**config.mk**
```make
export PLATFORM = sky130hd
export DESIGN_NAME = iso14443a_tag_modulator
export DESIGN_NICKNAME = d
export VERILOG_FILES = /design/src/rtl/iso14443a_tag_modulator.sv
export SDC_FILE = /design/constraint.sdc
export NUM_CORES = 1
export LEC_CHECK = 0
export ABC_AREA = 1
export BUFFER_PORTS_ARGS = -buffer_cell sky130_fd_sc_hd__buf_2
export CORE_MARGIN = 3
export CORE_UTILIZATION = 50
export CTS_BUF_LIST = sky130_fd_sc_hd__clkbuf_16
export DETAILED_ROUTE_END_ITERATION = 6
export GPL_TIMING_DRIVEN = 0
export PLACE_DENSITY = 0.69
export SLEW_MARGIN = 20
export SYNTH_ARGS = -nofsm -noshare
export SYNTH_HDL_FRONTEND = slang
export SYNTH_SLANG_ARGS = --single-unit
```
**constraint.sdc**
```tcl
create_clock -name osc_clk -period 5.2 [get_ports osc_clk]
set_input_delay 1.04 -clock osc_clk [delete_from_list [all_inputs] [get_ports osc_clk]]
set_output_delay 1.04 -clock osc_clk [all_outputs]
set_load 0.02 [all_outputs]
```
**src/rtl/iso14443a_tag_modulator.sv**
```systemverilog
// iso14443a_tag_modulator: tag-side ISO14443-A Manchester/subcarrier load-modulation transmitter
module iso14443a_tag_modulator #(
  parameter int BIT_PERIOD  = 128,
  parameter int SUBC_PERIOD = 16
) (
  input  logic       osc_clk,
  input  logic       rst,
  input  logic [7:0] tx_data,
  input  logic [3:0] tx_nbits,
  input  logic       tx_last,
  input  logic       tx_valid,
  output logic       tx_ready,
  output logic       mod_out,
  output logic       busy,
  output logic       underrun
);
  localparam int CW = $clog2(BIT_PERIOD);
  localparam int SW = $clog2(SUBC_PERIOD);
  typedef enum logic [2:0] {IDLE, SOF, DATA, PAR, EOF} state_t;
  state_t state_q, state_d;
  logic [CW-1:0] cnt_q;
  logic hfull_q, hfull_d, hlast_q, hlast_d, last_q, last_d;
  logic [7:0] hdata_q, hdata_d, sh_q, sh_d, byte_q, byte_d;
  logic [3:0] hnb_q, hnb_d, nb_q, nb_d, idx_q, idx_d;
  logic mod_out_d, busy_d, underrun_d;
  logic wrap, end_byte, load, bit_v, act;
  assign tx_ready = ~hfull_q;
  always_comb begin
    wrap = cnt_q == CW'(BIT_PERIOD - 1);
    end_byte = wrap && ((state_q == DATA && idx_q == nb_q - 4'd1 && nb_q != 4'd8) || state_q == PAR);
    load = (wrap && state_q == SOF) || (end_byte && !last_q && hfull_q);
    state_d = state_q;
    sh_d = sh_q;
    byte_d = byte_q;
    nb_d = nb_q;
    idx_d = idx_q;
    last_d = last_q;
    if (wrap)
      case (state_q)
        IDLE: state_d = hfull_q ? SOF : IDLE;
        SOF:  state_d = DATA;
        DATA: begin
          state_d = (idx_q != nb_q - 4'd1) ? DATA : (nb_q == 4'd8) ? PAR : load ? DATA : EOF;
          idx_d = idx_q + 4'd1;
          sh_d = sh_q >> 1;
        end
        PAR:  state_d = load ? DATA : EOF;
        default: state_d = IDLE;
      endcase
    if (load) begin
      sh_d = hdata_q;
      byte_d = hdata_q;
      nb_d = hnb_q;
      last_d = hlast_q;
      idx_d = 4'd0;
    end
    // load needs a full holding register and accept needs an empty one, so they never collide
    hfull_d = load ? 1'b0 : hfull_q;
    hdata_d = hdata_q;
    hnb_d = hnb_q;
    hlast_d = hlast_q;
    if (tx_valid && !hfull_q) begin
      hfull_d = 1'b1;
      hdata_d = tx_data;
      hnb_d = (tx_nbits == 4'd0 || tx_nbits > 4'd8) ? 4'd8 : tx_nbits;
      hlast_d = tx_last;
    end
    underrun_d = end_byte && !last_q && !hfull_q;
    act = state_q == SOF || state_q == DATA || state_q == PAR;
    bit_v = (state_q == DATA) ? sh_q[0] : (state_q == PAR) ? ~^byte_q : 1'b1;
    mod_out_d = act && (bit_v ^ cnt_q[CW-1]) && !cnt_q[SW-1];
    busy_d = state_d != IDLE;
  end
  always_ff @(negedge osc_clk) begin
    if (rst) begin
      state_q <= IDLE;
      cnt_q <= '0;
      hfull_q <= 1'b0;
      mod_out <= 1'b0;
      busy <= 1'b0;
      underrun <= 1'b0;
    end else begin
      state_q <= state_d;
      cnt_q <= cnt_q + CW'(1);
      hfull_q <= hfull_d;
      mod_out <= mod_out_d;
      busy <= busy_d;
      underrun <= underrun_d;
    end
    hdata_q <= hdata_d;
    hnb_q <= hnb_d;
    hlast_q <= hlast_d;
    sh_q <= sh_d;
    byte_q <= byte_d;
    nb_q <= nb_d;
    idx_q <= idx_d;
    last_q <= last_d;
  end
endmodule

```
; Word-level counts from Yosys, hierarchy flattened
; Cells that the tools add are included.
[classes]
order_cmp = 1
n_mux = 13
bitwise_logic = 2
add_sub_neg = 3
reduce_logical = 27
n_eq_ne = 8
[ops]
columns = cell, count
row1 = 2-to-1 mux 8 bit, 3
row2 = 2-to-1 mux 3 bit, 4
row3 = case mux 3 bit (4 select lines), 1
row4 = logical AND 1 bit, 10
row5 = XNOR reduction 8 bit, 1
row6 = adder 7 x 1 -> 7 bit (second input constant), 1
row7 = == test 7 bit (second input constant), 1
row8 = == test 3 x 2 -> 1 bit (second input constant), 2
row9 = nonzero test 2 bit, 3
row10 = logical OR 1 bit, 5
row11 = 2-to-1 mux 1 bit, 5
row12 = adder 4 x 1 -> 4 bit (second input constant), 1
row13 = == test 4 bit, 1
row14 = == test 4 bit (second input constant), 1
row15 = greater-than comparator 4 bit (second input constant), 1
row16 = logical NOT 4 bit, 1
row17 = != test 4 bit, 1
row18 = != test 4 bit (second input constant), 1
row19 = AND reduction 2 bit, 2
row20 = subtractor 4 x 1 -> 4 bit (second input constant), 1
row21 = == test 3 x 1 -> 1 bit (second input constant), 1
row22 = logical NOT 1 bit, 3
row23 = logical NOT 3 bit, 1
row24 = nonzero test 3 bit, 1
row25 = 2 further kinds, 2
[totals]
register_bits = 52
word_cells = 68
out_inout_bits = 4

; Longest topological paths before layout
; Gate-level depths: netlist (run 1).
[logic_depth]
ltp_word = 15
mapped_depth = 16
mapped_depth_nobuf = 16

==> results by group, run 1 <==
Min path
  – WHS Endpoint: nb_q[0]$_DFFE_NP_
  – WHS Path Cells: 0
  – Hold Path Class: register to register
  – Worst hold path startpoint: hnb_q[0]$_SDFFCE_NP0P_

CTS
  – CTS tree: yes
  – CTS H-Tree Depth: 2
  – Clk sink count: between 50 and 60
  – CTS Buf Count: 5
  – Cts-stage hold buffer count: 0
  – Reg clk slew, reported paths: ~0.03 ns
  – Max clock buf depth: 2
  – Post-CTS Resized: 0
  – Setup Buffers After CTS: 0
  – Worst-Skew Late Latency: approximately 0.37 ns
  – Clock root cell: clkbuf_16

Outcome
  – Status: finished, final reports clean

STA
  – Relative slew slack: 0.660
  – Setup ws final: around 0.47 ns
  – Final hold violations: 0
  – Total negative setup slack: 0 ns
  – Slew Viols, Final: 0
  – Worst clock skew: between 0.015 and 0.02 ns
  – Hold WS: between 0.4 and 0.5 ns
  – Worst-Margin Slew: 0.509 ns
  – # setup viols final: 0
  – RSZ-0062 raised after global routing: no

Global route
  – First-pass GRT wire length: 6130 um
  – Total gr overflow: 0
  – GRT Total Usage: 0.149
  – Largest net degree at the start of global routing: 23
  – Vias in the first global route: approximately 1,600
  – Initial antenna violation count: 0

Synth
  – Synthesized area per cell: 10.5 um2
  – Sequential share of the synthesized area: 0.596
  – Post-synthesis cell count: 221
  – Synthesized Nets: 240
  – Fraction of registers with async set/reset: 0
  – Main synth FF type: edfxtp_1
  – Flops & latches, synth: between 50 and 60
  – Post-Syn Area: roughly 2300 um2
  – Number of synthesized flops with an enable pin: 34
  – Ys Warns: 0
  – Synth unique cells: 30

Run
  – Maximum Capacitance Violations: 0

Floorplan
  – Die width: around 74 um
  – DIE HEIGHT: 74.1 um
  – Die area: roughly 5500 um2
  – Ports: 20
  – Initial Util: 0.525
  – Row Count: 24
  – Core ar.: 4410 um2

Place
  – Hpwl dp: roughly 2300 um
  – I/O Buffers: 18
  – Placer congestion estimate: around 0.87
  – Dpl ws: between 0.4 and 0.5 ns

Worst setup path
  – Crit Path Max Fanout: 5
  – CP arrival: roughly 3.7 ns
  – Req. time, crit path: ~4.2 ns
  – R2R Setup Slk: approximately 2.8 ns
  – Crit Reg-Reg Endpoint: sh_q[2]$_DFFE_NP_
  – Worst reg-to-reg path cell count: 13
  – Crit. End Element: output pin
  – CP Launch Type: register
  – Kind of critical path: register to output pin
  – Worst reg2reg startpoint: nb_q[0]$_DFFE_NP_

Routing
  – First DRT Iteration DRCs: a little under 60
  – Total iterations of the first detailed-routing run: 4
  – Remaining DRCs: 0
  – Routed WL per cell: a little over 10 um
  – Via count: 1,631
  – Post-route ant nets: 0
  – Via density: around 4.7
  – Final WL: 3540 um

Layout
  – Most frequent cells in the layout: 79 x inv_1, 53 x nand2_1, 34 x edfxtp_1
  – Post-layout util: 0.636
  – Diode count: 0
  – Commonest non-fill, non-tap cell in the layout: inv_1
  – Synthesis-to-layout area growth: 21.3%
  – Share of cells above drive strength 1: 0.168
  – Nets: between 300 and 400

Power
  – PD cells: 340 nW/um2
  – VDD IR max: 0.237 mV
  – Pwr Total: roughly 0.95 mW
  – Leakage power: approximately 1.5 nW
report_power, final:
part | leakage (nW) | switching (mW) | internal (mW)
registers | 0.472 | 0.00513 | 0.453
logic | 0.644 | 0.0120 | 0.00782
clock network | 0.354 | 0.243 | 0.233
registers in the layout (all words and copies together), names as in the netlist, 3 cells and up:
register and flops:
byte_q 8, state_q 3, cnt_q 7, sh_q 8, hnb_q 4, hdata_q 8, nb_q 4, idx_q 4
critical path, cell delays in order (launching register included):
cell and delay, ns:
dfxtp_1 0.44, inv_1 0.11, buf_2 0.17
worst max path at each step:
stage                                    start  cells after the start         endpoint  slack (ns)
after floorplan                            rst                      6  busy$_SDFF_NP0_        0.68
after global placement                     rst                      6  busy$_SDFF_NP0_        0.45
after detailed placement                   rst                      6  busy$_SDFF_NP0_        0.45
after CTS                 hfull_q$_SDFFE_NP0P_                      2         tx_ready        0.47
after global routing      hfull_q$_SDFFE_NP0P_                      2         tx_ready        0.40
final                     hfull_q$_SDFFE_NP0P_                      2         tx_ready        0.47
area by class of cell:
| class | instances | area [um2] |
|---|---|---|
| fill | 363 | 1610 |
| sequential | 52 | 1380 |
| multi-input combinational | 137 | 796 |
| clock inverter | 55 | 216 |
| clock buffer | 5 | 125 |
| inverter | 29 | 111 |
| timing repair buffer | 18 | 90.1 |
| tap | 52 | 65.1 |
| buffer | 2 | 23.8 |
cells by family after synthesis:
| family | after synthesis | share of synthesized area |
|---|---|---|
| flops | 52 | 0.596 |
| fa+ha+maj | 3 | 0.0162 |
| buf+inv | 32 | 0.0600 |
| xor+xnor | 12 | 0.0454 |
| compound gates | 12 | 0.0292 |
| simple gates | 110 | 0.253 |
stage by stage:
stage	std cells	cell area, um2
CTS	350	2810
finish	350	2810
floorplan	221	2320
global route	350	2810
global placement	291	2470
detailed placement	291	2470
per-layer routing:
metal | track usage | part of all wire | vias to the layer above
li1 | - | - | 873
met1 | 0.164 | 0.45 | 721
met2 | 0.220 | 0.49 | 32
met3 | 0.0784 | 0.046 | 5
met4 | 0.103 | 0.011 | 0
met5 | 0 | 0 | -
cell usage after synthesis, types with 2 or more instances:
cell type | instances | share of area
edfxtp_1 | 34 | 0.44
nand2_2 | 8 | 0.022
nor2_8 | 2 | 0.017
inv_1 | 27 | 0.044
a21boi_0 | 2 | 0.0065
nand4_1 | 3 | 0.0081
a21oi_1 | 5 | 0.011
nor2_2 | 2 | 0.0054
nand3_2 | 2 | 0.0086
dfxtp_1 | 18 | 0.16
o21ai_0 | 3 | 0.0065
inv_2 | 2 | 0.0032
o22ai_1 | 2 | 0.0054
nor2_1 | 18 | 0.029
nand2_4 | 3 | 0.015
nand3_1 | 10 | 0.022
xor2_1 | 6 | 0.023
ha_1 | 3 | 0.016
nor3_1 | 3 | 0.0065
nand2_1 | 53 | 0.086
xnor2_1 | 6 | 0.023
Power figures use the tool's default switching activity.
==> run 2, diff against run 1 <==
- CAP_MARGIN: unset -> 5
- CORE_UTILIZATION: 50 -> 55
- PLACE_DENSITY: 0.69 -> 0.74
==> run 2 against run 1 <==
  * Sequential power hardly changed
  * Global-route usage is 1.1 points higher
  * Sequential share of layout area is 0.088 points higher
  * Total power is 0.17% lower
  * Design area is 0.18% lower
  * Non-clock buffer count stayed put
  * First-iteration DRC count is 27% higher
==> results by group, run 2 (synthesis results as in run 1) <==
CTS
  – CTS H-Tree Depth: 2
  – Reg clk slew, reported paths: ~0.040 ns
  – Worst-Skew Late Latency: 0.37 ns
  – Clock root cell: clkbuf_16
  – Setup Buffers After CTS: 0
  – CTS tree: yes
  – Cts-stage hold buffer count: 0
  – CTS Buf Count: 5
  – Post-CTS Resized: 0
  – Max clock buf depth: 2
  – Clk sink count: 52

Routing
  – Total iterations of the first detailed-routing run: 4
  – First DRT Iteration DRCs: 75
  – Via density: roughly 4.7
  – Final WL: 3510 um
  – Via count: 1,614
  – Post-route ant nets: 0
  – Routed WL per cell: 10.2 um
  – Remaining DRCs: 0

Layout
  – Regs by FF count: byte_q: 8 flops, hdata_q: 8 flops, sh_q: 8 flops
  – Multi-input combinational cell area: 796 um2
  – Nets: roughly 320
  – Fin cells: between 300 and 400
  – Share of cells above drive strength 1: 0.168
  – Fillers: 286
  – Reg area: around 1400 um2
  – Cell area after layout: between 2000 and 3000 um2
  – Diode count: 0
  – Synthesis-to-layout area growth: 21.1%
  – Post-layout util: 0.728
  – Most frequent cells in the layout: 79 x inv_1, 53 x nand2_1, 34 x edfxtp_1
  – Commonest non-fill, non-tap cell in the layout: inv_1

Floorplan
  – Initial Util: 0.601
  – DIE HEIGHT: between 70 and 80 um
  – Ports: 20
  – Die area: 5030 um2
  – Die width: 70.9 um
  – Core ar.: 3850 um2
  – Row Count: 22

Power
  – Pwr Total: about 0.95 mW
  – Combinational Power Share: 0.021
  – NetSw: ~0.26 mW
  – Sw Ratio: 0.271
  – Seq pwr share: 0.481
  – Clk network pwr share: 0.498
  – Leakage power: 1.47 nW
  – VDD IR max: a little over 0.3 mV
  – PD cells: between 300 and 400 nW/um2
  – Cell internal pwr: around 0.69 mW

Min path
  – Worst hold path startpoint: hlast_q$_DFFE_NP_
  – Hold Path Class: register to register
  – WHS Endpoint: last_q$_DFFE_NP_
  – WHS Path Cells: 0

Global route
  – Total gr overflow: 0
  – GRT Total Usage: 0.159
  – First-pass GRT wire length: roughly 6400 um
  – Vias in the first global route: between 1,500 and 2,000
  – Largest net degree at the start of global routing: 23
  – Initial antenna violation count: 0

Worst setup path
  – Kind of critical path: register to output pin
  – Crit Path Max Fanout: 5
  – Req. time, crit path: roughly 4.2 ns
  – CP Launch Type: register
  – Crit. End Element: output pin
  – CP arrival: roughly 3.7 ns
  – R2R Setup Slk: 2.84 ns
  – Worst reg2reg startpoint: nb_q[0]$_DFFE_NP_
  – Crit Reg-Reg Endpoint: sh_q[4]$_DFFE_NP_
  – Worst reg-to-reg path cell count: 13

Outcome
  – Status: finished, final reports clean

Place
  – Dpl cells: between 200 and 300
  – Area of placed instances: about 2500 um2
  – Placer congestion estimate: between 0.7 and 0.8
  – Dpl ws: roughly 0.48 ns
  – Hpwl dp: around 2400 um
  – I/O Buffers: 18

STA
  – # setup viols final: 0
  – Relative slew slack: 0.653
  – Slew Viols, Final: 0
  – Final hold violations: 0
  – Hold WS: ~0.41 ns
  – Worst-Margin Slew: 0.520 ns
  – Setup ws final: roughly 0.5 ns
  – Worst clock skew: around 0.012 ns
  – RSZ-0062 raised after global routing: no
  – Total negative setup slack: 0 ns

Run
  – Maximum Capacitance Violations: 0
==> run 2: worst max path at each step <==
stage | from | end | depth (start not counted)
floorplan | rst | busy$_SDFF_NP0_ | 6
global placement | rst | busy$_SDFF_NP0_ | 6
detailed placement | rst | busy$_SDFF_NP0_ | 6
CTS | hfull_q$_SDFFE_NP0P_ | tx_ready | 2
global route | hfull_q$_SDFFE_NP0P_ | tx_ready | 2
finish | hfull_q$_SDFFE_NP0P_ | tx_ready | 2
==> run 2: layout make-up <==
| type | count | area share |
|---|---|---|
| buffer | 2 | 0.00848 |
| clock buffer | 5 | 0.0446 |
| clock inverter | 55 | 0.0772 |
| inverter | 29 | 0.0397 |
| multi-input combinational | 137 | 0.284 |
| sequential | 52 | 0.493 |
| tap | 48 | 0.0214 |
| timing repair buffer | 18 | 0.0321 |
==> run 2: per-layer routing <==
metal  global-route usage  wire (um)  share of wire  up-vias
met5                    0          0              0        -
li1                     -          -              -      870
met4                0.102         30         0.0085        0
met1                0.155       1490           0.42      710
met3               0.0781        156          0.044        4
met2                0.267       1840           0.52       30
==> run 2: worst max-delay path: stages, from the launching register on <==
cell and delay, ns:
dfxtp_1 0.43, inv_1 0.11, buf_2 0.17
==> run 2: power by group through the flow <==
stage	registers, mW	clock network [mW]	logic [mW]
floorplan	0.462	0.0612	0.0115
global placement	0.463	0.0612	0.0197
detailed placement	0.464	0.0612	0.0202
CTS	0.458	0.497	0.0205
global route	0.459	0.539	0.0239
finish	0.458	0.475	0.0200
==> run 3, diff against run 2 <==
- ABC_AREA: 1 -> unset
- HOLD_SLACK_MARGIN: unset -> 0.05
- PLACE_DENSITY: 0.74 -> 0.75
==> run 3 against run 2 <==
  * Hold slack got worse by 0.0074 ns
  * Global-route usage down 0.40 points
  * Critical path depth is the same
  * Clock power increased by 2%
  * Utilization decreased by 1.0 points
  * Worst setup slack improved by 0.057 ns
  * Cell count is 16% lower
  * First-iteration DRC count decreased by 13%
  * Wire length increased by 0.71%
  * Non-clock buffer count increased by 3
  * Via count decreased by 8.9%
  * Design area decreased by 4.2%
  * Largest cell class unchanged
==> results by group, run 3 <==
Routing
  – Total iterations of the first detailed-routing run: 4
  – First DRT Iteration DRCs: between 60 and 70
  – Via count: ~1,500
  – Routed WL per cell: approximately 12 um
  – Final WL: ~3500 um
  – Via density: around 5.1
  – Post-route ant nets: 0
  – Remaining DRCs: 0

Floorplan
  – Die area: between 4000 and 5000 um2
  – DIE HEIGHT: about 70 um
  – Die width: slightly below 70 um
  – Ports: 20
  – Core ar.: roughly 3700 um2
  – Initial Util: 0.584
  – Row Count: 22

CTS
  – CTS tree: yes
  – Setup Buffers After CTS: 0
  – CTS H-Tree Depth: 2
  – Clock root cell: clkbuf_16
  – Max clock buf depth: 2
  – Post-CTS Resized: 0
  – Clk sink count: 52
  – Cts-stage hold buffer count: 0
  – Worst-Skew Late Latency: roughly 0.37 ns
  – CTS Buf Count: 5
  – Reg clk slew, reported paths: 0.05 ns

STA
  – RSZ-0062 raised after global routing: no
  – Final hold violations: 0
  – Setup ws final: about 0.54 ns
  – # setup viols final: 0
  – Relative slew slack: 0.516
  – Worst-Margin Slew: just over 0.7 ns
  – Worst clock skew: roughly 0.022 ns
  – Hold WS: about 0.4 ns
  – Slew Viols, Final: 0
  – Total negative setup slack: 0 ns

Global route
  – First-pass GRT wire length: approximately 6000 um
  – Vias in the first global route: ~1,600
  – Total gr overflow: 0
  – GRT Total Usage: 0.155
  – Largest net degree at the start of global routing: 23
  – Initial antenna violation count: 0

Synth
  – Sequential share of the synthesized area: 0.632
  – Synth unique cells: roughly 40
  – Flops & latches, synth: 52
  – Synthesized area per cell: 13.3 um2
  – Ys Warns: 0
  – Main synth FF type: edfxtp_1
  – Area share of the largest cell type after synthesis: 0.467
  – Post-Syn Area: 2190 um2
  – Count leader, synth: edfxtp_1
  – Post-synthesis cell count: roughly 160
  – Fraction of registers with async set/reset: 0
  – Synthesized Nets: between 150 and 200
  – Area contributors post-synth: edfxtp_1 47%, dfxtp_1 16%, xnor2_1 5.2%
  – Synth top cells by count: 34 x edfxtp_1, 18 x dfxtp_1, 15 x nor2_1, 13 x xnor2_1, 8 x inv_1
  – Area leader, netlist: edfxtp_1
  – Number of synthesized flops with an enable pin: 34

Outcome
  – Status: finished, final reports clean

Place
  – Dpl ws: a little over 0.2 ns
  – Hpwl dp: roughly 2300 um
  – Area of placed instances: around 2300 um2
  – Placer congestion estimate: around 0.74
  – I/O Buffers: 19

Layout
  – Regs by FF count: byte_q: 8 flops, hdata_q: 8 flops, sh_q: 8 flops
  – Commonest non-fill, non-tap cell in the layout: inv_1
  – Synthesis-to-layout area growth: 22.9%
  – Most frequent cells in the layout: 59 x inv_1, 34 x edfxtp_1, 20 x buf_2
  – Cell area after layout: 2690 um2
  – Fillers: 280
  – Share of cells above drive strength 1: 0.190
  – Diode count: 0
  – Nets: 260

Min path
  – WHS Path Cells: 0
  – Worst hold path startpoint: hlast_q$_DFFE_NP_
  – Hold Path Class: register to register
  – WHS Endpoint: last_q$_DFFE_NP_

Power
  – VDD IR max: 0.268 mV
  – Leakage power: 1.19 nW
  – PD cells: around 360 nW/um2
  – Pwr Total: around 0.96 mW

Worst setup path
  – Worst reg-to-reg path cell count: 8
  – Req. time, crit path: ~4.2 ns
  – Crit Reg-Reg Endpoint: sh_q[7]$_SDFFCE_NN0P_
  – Crit Path Max Fanout: 6
  – R2R Setup Slk: around 2.5 ns
  – Worst reg2reg startpoint: nb_q[0]$_DFFE_NP_
  – CP arrival: around 3.6 ns
  – Crit. End Element: output pin
  – CP Launch Type: register
  – Kind of critical path: register to output pin

Run
  – Maximum Capacitance Violations: 0
[run 3: cell count changes in the layout (fill, tap and decap cells not counted), moves of 3 or more]
cell | previous run | this run
nor2_1 | 18 | 15
nand3_1 | 10 | 3
nor2b_1 | 0 | 6
mux2i_1 | 0 | 4
nand2_2 | 8 | 0
inv_1 | 79 | 59
nand2_4 | 3 | 0
xnor2_1 | 6 | 13
nand2_1 | 53 | 4
mux2_2 | 0 | 5
[run 3: cell type report]
class                   instances  area [um2]  area share
flip-flops and latches         52        1380       0.514
multi-input cells             100         753       0.280
clock inverters                55         221      0.0824
clock buffers                   5         125      0.0466
repair buffers                 19        95.1      0.0354
well taps                      48        60.1      0.0224
inverters                       7        26.3     0.00978
plain buffers                   4        23.8     0.00885
[run 3: critical path: stages (launching register included)]
cell and delay [ns]:
dfxtp_1 0.41, inv_1 0.09, buf_2 0.16
[run 3: through the flow]
stage	std cells	utilization
2_1_floorplan	164	-
3_3_place_gp	231	0.625
3_5_place_dp	231	0.625
4_1_cts	290	0.717
5_1_grt	290	0.718
6_report	290	0.718
[run 3: worst max path at each step]
stage                                     from                    to  slack [ns]  cells after the start
after floorplan                       tx_valid  hdata_q[0]$_DFFE_NP_        0.54                      1
after global placement                tx_valid  hdata_q[0]$_DFFE_NP_        0.23                      2
after detailed placement              tx_valid  hdata_q[1]$_DFFE_NP_        0.20                      2
after CTS                 hfull_q$_SDFFE_NP0P_              tx_ready        0.55                      2
after global routing      hfull_q$_SDFFE_NP0P_              tx_ready        0.47                      2
final                     hfull_q$_SDFFE_NP0P_              tx_ready        0.54                      2
[run 3: report_power, final]
part | switching (mW) | total (mW) | internal (mW) | leakage, nW
registers | 0.00466 | 0.456 | 0.452 | 0.449
logic | 0.0101 | 0.0188 | 0.00866 | 0.383
clock network | 0.248 | 0.484 | 0.236 | 0.353
total | 0.263 | 0.959 | 0.696 | 1.19
[run 3: kinds of logic (layout without fill, tap and decap cells)]
logic type               after synthesis  after routing  share of synthesized area
AO/OA/AOI/OAI                         17             17                     0.0498
XOR/XNOR                              19             19                     0.0761
adder cells (fa/ha/maj)                3              3                     0.0172
buffers and inverters                 12             90                     0.0246
flip-flops                            52             52                      0.632
multiplexers                          11             11                     0.0578
AND/OR/NAND/NOR                       50             50                      0.143
[run 3: per-layer routing]
layer	track usage	wire length (um)	vias up
met5	0	0	-
met3	0.0714	144	3
met1	0.153	1460	690
met2	0.254	1900	36
met4	0.113	34	0
li1	-	-	742
